`src/rtl/fsm_display.sv`:
```
// Captures FSM state/output codes and a BCD step count, scans them onto a 4-digit seven-segment display.
// Latency: shadow registers update 1 cycle after load; a change is visible at the next SHOW slot of its digit.
// Backpressure: none; every load strobe is accepted, and display data changes only on SHOW-entry edges.
module fsm_display #(
    parameter int REFRESH_DIV  = 100000,
    parameter int BLANK_CYCLES = 1000
) (
    input  logic       clk_100MHz,
    input  logic       reset,
    input  logic       load,
    input  logic [2:0] cs_in,
    input  logic [1:0] out_in,
    output logic [3:0] an,
    output logic [6:0] seg,
    output logic       dp
);

    // One timer serves both slot kinds, so size it for the longer one.
    localparam int TMAX = (REFRESH_DIV > BLANK_CYCLES) ? REFRESH_DIV : BLANK_CYCLES;
    localparam int TW   = (TMAX > 2) ? $clog2(TMAX) : 1;

    localparam logic [TW-1:0] SHOW_LAST  = TW'(REFRESH_DIV - 1);
    localparam logic [TW-1:0] BLANK_LAST = TW'(BLANK_CYCLES - 1);

    localparam logic [0:0] ST_BLANK = 1'b0;
    localparam logic [0:0] ST_SHOW  = 1'b1;

    logic [2:0]    cs_q;
    logic [1:0]    out_q;
    logic [3:0]    step_tens;
    logic [3:0]    step_ones;

    logic [0:0]    state;
    logic [1:0]    idx;
    logic [TW-1:0] timer;

    logic [1:0]    idx_nxt;
    logic [3:0]    nxt_val;

    // Active-low gfedcba pattern for one decimal digit; anything else stays dark.
    function automatic logic [6:0] seg_code(input logic [3:0] v);
        logic [6:0] c;
        case (v)
            4'd0:    c = 7'b1000000;
            4'd1:    c = 7'b1111001;
            4'd2:    c = 7'b0100100;
            4'd3:    c = 7'b0110000;
            4'd4:    c = 7'b0011001;
            4'd5:    c = 7'b0010010;
            4'd6:    c = 7'b0000010;
            4'd7:    c = 7'b1111000;
            4'd8:    c = 7'b0000000;
            4'd9:    c = 7'b0010000;
            default: c = 7'b1111111;
        endcase
        return c;
    endfunction

    // Shadow registers: capture the FSM codes and bump the two-digit BCD step count on each load.
    always_ff @(posedge clk_100MHz) begin
        if (reset) begin
            cs_q      <= 3'd0;
            out_q     <= 2'd0;
            step_tens <= 4'd0;
            step_ones <= 4'd0;
        end else if (load) begin
            cs_q  <= cs_in;
            out_q <= out_in;
            if (step_ones == 4'd9) begin
                step_ones <= 4'd0;
                step_tens <= (step_tens == 4'd9) ? 4'd0 : step_tens + 4'd1;
            end else begin
                step_ones <= step_ones + 4'd1;
            end
        end
    end

    // Value of the digit that the upcoming SHOW slot will light.
    always_comb begin
        idx_nxt = idx + 2'd1;
        nxt_val = 4'd0;
        case (idx_nxt)
            2'd0: nxt_val = {2'b00, out_q};
            2'd1: nxt_val = {1'b0, cs_q};
            2'd2: nxt_val = step_ones;
            2'd3: nxt_val = step_tens;
            default: nxt_val = 4'd0;
        endcase
    end

    // Scan FSM: alternate dark gaps and lit slots; outputs are latched only on slot boundaries.
    always_ff @(posedge clk_100MHz) begin
        if (reset) begin
            state <= ST_BLANK;
            idx   <= 2'd3;
            timer <= '0;
            an    <= 4'b1111;
            seg   <= 7'b1111111;
            dp    <= 1'b1;
        end else begin
            case (state)
                ST_BLANK: begin
                    if (timer == BLANK_LAST) begin
                        state <= ST_SHOW;
                        idx   <= idx_nxt;
                        timer <= '0;
                        an    <= ~(4'b0001 << idx_nxt);
                        seg   <= seg_code(nxt_val);
                        dp    <= (idx_nxt != 2'd2);
                    end else begin
                        timer <= timer + 1'b1;
                    end
                end
                default: begin
                    if (timer == SHOW_LAST) begin
                        state <= ST_BLANK;
                        timer <= '0;
                        an    <= 4'b1111;
                        seg   <= 7'b1111111;
                        dp    <= 1'b1;
                    end else begin
                        timer <= timer + 1'b1;
                    end
                end
            endcase
        end
    end

endmodule

```
`config.mk`:
```
export PLATFORM = sky130hd
export DESIGN_NAME = fsm_display
export DESIGN_NICKNAME = d
export VERILOG_FILES = /design/src/rtl/fsm_display.sv
export SDC_FILE = /design/constraint.sdc
export NUM_CORES = 1
export LEC_CHECK = 0
export CAP_MARGIN = 20
export CORE_MARGIN = 5
export CORE_UTILIZATION = 60
export CTS_CLUSTER_DIAMETER = 80
export DETAILED_ROUTE_END_ITERATION = 6
export GPL_TIMING_DRIVEN = 0
export PLACE_DENSITY = 0.83
export REMOVE_ABC_BUFFERS = 1
export SYNTH_ARGS = -nofsm -noshare
export SYNTH_HDL_FRONTEND = slang
export SYNTH_SLANG_ARGS = --single-unit
```
`constraint.sdc`:
```
create_clock -name clk_100MHz -period 3.8 [get_ports clk_100MHz]
set_clock_uncertainty 0.15 [all_clocks]
set_input_delay 0.95 -clock clk_100MHz [delete_from_list [all_inputs] [get_ports clk_100MHz]]
set_output_delay 0.95 -clock clk_100MHz [all_outputs]
set_load 0.05 [all_outputs]
```
## Word-level counts from Yosys, hierarchy flattened

Memories as Yosys holds them, arrays and structs flattened.
Cells that the tools add are included.

| cells by class | value |
|---|---|
| reductions and logical operators | 5 |
| order comparisons | 0 |
| shift operators | 1 |
| add/sub/neg operators | 4 |
| bitwise gates (word level) | 2 |
| equality and inequality tests | 9 |
| multiplexer cells | 18 |
| multipliers | 0 |
| divide/modulo/power cells | 0 |

Operators with widths:

| kind | count |
|---|---|
| 17-bit two-way mux | 3 |
| 7-bit two-way mux | 3 |
| 4-bit two-way mux | 5 |
| 17-bit by 1-bit adder with 17-bit output, second input constant | 1 |
| 17-bit by 10-bit equality test with 1-bit output, second input constant | 1 |
| 17-bit equality test, second input constant | 1 |
| 4-bit case mux with 4 select lines | 1 |
| 4-bit by 1-bit adder with 4-bit output, second input constant | 2 |
| 4-bit equality test, second input constant | 2 |
| 1-bit two-way mux | 6 |
| 2-bit AND reduction | 3 |
| 2-bit equality test, second input constant | 2 |
| 4-bit inverter | 1 |
| 1-bit by 2-bit << shifter with 4-bit output, first input constant | 1 |
| 2-bit by 1-bit adder with 2-bit output, second input constant | 1 |
| 2-bit by 1-bit equality test with 1-bit output, second input constant | 1 |
| 2-bit zero test | 1 |
| 2-bit by 1-bit inequality test with 1-bit output, second input constant | 1 |
| 2-bit inequality test, second input constant | 1 |
| 2-bit nonzero test | 1 |
| 1-bit inverter | 1 |

| storage, ports and cells | value |
|---|---|
| memories | 1 |
| input port bits | 8 |
| register bits | 45 |
| bits in read-only memories | 112 |
| output and inout port bits | 12 |
| RAM bits | 0 |
| word-level logic and storage cells | 50 |
| latch bits | 0 |

Memory list:

| memory | words | width | read ports | clocked after Yosys merged registers in | wr ports | line | text |
|---|---|---|---|---|---|---|---|
| (name not given) | 16 | 7 | 1 | 0 | 0 | 43 | `case (v)` |

## Depth between registers and ports, before layout

An unclocked memory read counts as a cell.

| depth | value |
|---|---|
| depth in word-level cells | 6 |
| mapped depth | 8 |
| gate-level depth less buffers | 8 |

## Worst setup path after synthesis

OpenSTA, ideal clock, no wires.

| path | value |
|---|---|
| path type | input to register |
| start | input port load |
| end | register step_tens[3] |
| data required time | 3.580 ns |
| stages | 6 |
| arrival time | 2.122 ns |
| buffers on the path | 1 |
| setup slack | 1.458 ns |
| library setup time | 0.070 ns |
| path through | buf_2 > nand2_1 > or4_1 > nor3b_1 > o21ai_0 > a21oi_1 |

| on the way | value |
|---|---|
| cells in the longest elaborated chain, start to end | 1 |

Ends and longest elaborated chain:

| item | line | text |
|---|---|---|
| start: declaration | 10 | `input logic load,` |
| 2-bit AND reduction (no source line) | - |  |
| end signal: assignment | 71 | `step_tens <= (step_tens == 4'd9) ? 4'd0 : step_tens + 4'd1;` |
| end: declaration | 30 | `logic [3:0] step_tens;` |

Every way passes these cells.
A chain may end at the register's enable or synchronous reset.

## Worst setup path after layout

Same ends and word-level chain as after synthesis.

==> flow_summary.ini <==
[layout]
syn_to_final_growth_pct = 11.94
final_cell_mix = dfxtp_1 (44), nor2_1 (34), clkdlybuf4s50_1 (19)
final_common_cell = dfxtp_1
final_util_pct = 69.42
fin_cells = 284
finalNetCount = 256
n_antenna_cell = 0
fillers = 314
drive_above_1_share_pct = 6.723

[placed_design]
numPlacedInstances = 278
place_hpwl_mm = 2.761
gp_congestion = 0.8014
port_buffers = 19

[worst_hold_path]
min_from = timer[0]$_SDFF_PP0_
holdCritPathClass = reg -> reg

[timing]
max_slew.worst_pin.slew_ns = 0.9385
period_share_pct = 72.93
max_slew_margin_pct = 37.43
slew_violations = 0
fmax_ghz = 0.3608
setup_tns_ns = 0
fin_crit_ns = 2.771
rsz0062_at_grt = no
final-setup-viol-count = 0
hold_viol = 0

[pwr]
peakVddDrop_mv = 0.3062
power.density_nw_per_um2 = 337.6
p_seq_share_pct = 60.5
clkPwrFrac_pct = 34.0
p_leak_nw = 0.8997
p_comb_share_pct = 5.6
switchingPower_uw = 166.4
swShare_pct = 21.11
intPower_uw = 621.8

[worst_setup_path]
reg2reg_slack_ns = 1.28
rr_startpoint = timer[14]$_SDFF_PP0_
worst-path-max-fanout = 8
cp.required_ns = 3.93
startpoint_type = input pin
end_kind = register
cp-startpoint = load
cp.arrival_ns = 2.90
crit_type = in -> reg

[die]
rows = 21
die_w_um = 68.96
core_um2 = 3363
fp.dieH_um = 68.96
die_area_um2 = 4755
start_util_pct = 62.02
ios = 20

[clock_tree]
cts.hold.buffers_added = 0
cts_root_buf = clkbuf_4
cts_tree = done
post-cts-setup-buffers = 0
cts.sinks = 44
cts_max_level = 2
clock_latency_ns = 0.36
clkSlewWorstSetupHoldPaths_ns = 0.12
cts_buffers = 5
cts-resized-gates = 0
clock_path_buffers = 2

[yosys]
netlist_area_um2 = 2086
syn_inst = 222
synth.avg_cell_area_um2 = 9.395
yosysTopAreaCell = dfxtp_1
async_flop_share_pct = 0
synth_seq_cells = 44
synth_edf_count = 0
yosys_warnings = 0
ys_seq_area_share_pct = 42.23
yosysUniqueCellTypes = 45
synth_top_cell_area_share_pct = 42.23
ys.flop_type = dfxtp_1
ys_top_cells_by_area = dfxtp_1 (42%), nor2_1 (6.1%), ha_1 (5.4%)

[global_routing]
antenna_found_initial = 0
grt-ovfl-total = 0
grt_pass1_vias = 1498
groute.usage.overall_pct = 18.22
grt_pass1_wl_mm = 6.451
grt_start_max_net_pins = 29

[route]
vias = 1602
first_pass_iters = 4
initialDrtViolationCount = 103
vias_per_cell = 5.641
wl_mm = 3.827
ant_nets = 0
route.detailed.drc = 0
wl_per_cell_um = 13.48

[job]
cap_viol_max_count = 0

[run_status]
run_status = completed
[cells in the mapped netlist, types with 2 or more instances]
master,count
buf_4,2
inv_1,11
dfxtp_1,44
a2bb2oi_1,6
xor2_1,9
o22a_1,3
nor3b_1,2
nor3_1,7
nor2b_1,4
o21ai_0,6
a222oi_1,3
nand4_1,5
and3_1,9
mux2i_1,7
xnor2_1,11
nor2_1,34
o21a_1,2
clkbuf_1,4
nand2b_1,2
nand2_1,4
ha_1,9
a21oi_1,4
nand3_1,10
a2bb2oi_2,2
nor4_1,2
[critical path, stage by stage]
cell             delay (ns)
clkdlybuf4s50_1        0.70
nand2_1                0.24
or4_1                  0.52
nor3b_1                0.20
o21ai_0                0.12
a21oi_1                0.16
[logic make-up after synthesis]
logic type | Yosys count | share of synthesized area (%)
compound gates | 33 | 12.48
xor+xnor | 20 | 8.398
fa+ha+maj | 9 | 5.399
buf+inv | 20 | 5.158
flops | 44 | 42.23
mux | 7 | 3.359
simple gates | 89 | 22.97
[worst paths after layout]
path | to | depth (start not counted)
hold / removal | timer[0]$_SDFF_PP0_ | 1
setup / recovery | step_tens[3]$_SDFFE_PP0P_ | 6
hold reg to reg | timer[0]$_SDFF_PP0_ | 1
setup reg to reg | timer[15]$_SDFF_PP0_ | 5
[per-stage QoR]
step | setup slack, ns | power (mW) | cell area (um^2) | hold WS (ns)
final | 1.029 | 0.7882 | 2335 | 0.3041
after detailed placement | 0.6820 | 0.5308 | 2267 | 0.2950
after global routing | 0.9733 | 0.8267 | 2335 | 0.3324
after CTS | 1.070 | 0.7940 | 2335 | 0.3101
after floorplan | 1.599 | 0.5120 | 2019 | 0.2675
after global placement | 0.7435 | 0.5293 | 2267 | 0.2806
[power by group through the flow]
stage / Clock [mW] / Combinational [mW] / Sequential (mW)
after global routing: 0.300 / 0.0484 / 0.478
final: 0.268 / 0.0439 / 0.477
after CTS: 0.273 / 0.0441 / 0.477
after detailed placement: 0 / 0.0439 / 0.487
after global placement: 0 / 0.0426 / 0.487
after floorplan: 0 / 0.0272 / 0.485
[state kept, by name, summed over array words and instances, names as in the netlist]
register / flops
timer: 17
seg: 7
step_ones: 4
step_tens: 4
an: 3
cs_q: 3
idx: 2
out_q: 2
dp: 1
state: 1
[layout make-up]
cell class | instances | area [um^2] | area share (%)
clock inverter | 1 | 30.03 | 1.286
timing repair buffer | 19 | 190.2 | 8.146
clock buffer | 5 | 37.54 | 1.608
sequential | 44 | 880.8 | 37.73
multi-input combinational | 158 | 1097 | 47.00
inverter | 11 | 41.29 | 1.768
tap | 46 | 57.56 | 2.465
[routing by layer]
metal	wire length, um	GRT usage [%]
met5	0	0
met4	69	8.759
met3	140	3.890
met2	1988	32.62
met1	1627	20.30
(Power assumes the default switching activity.)
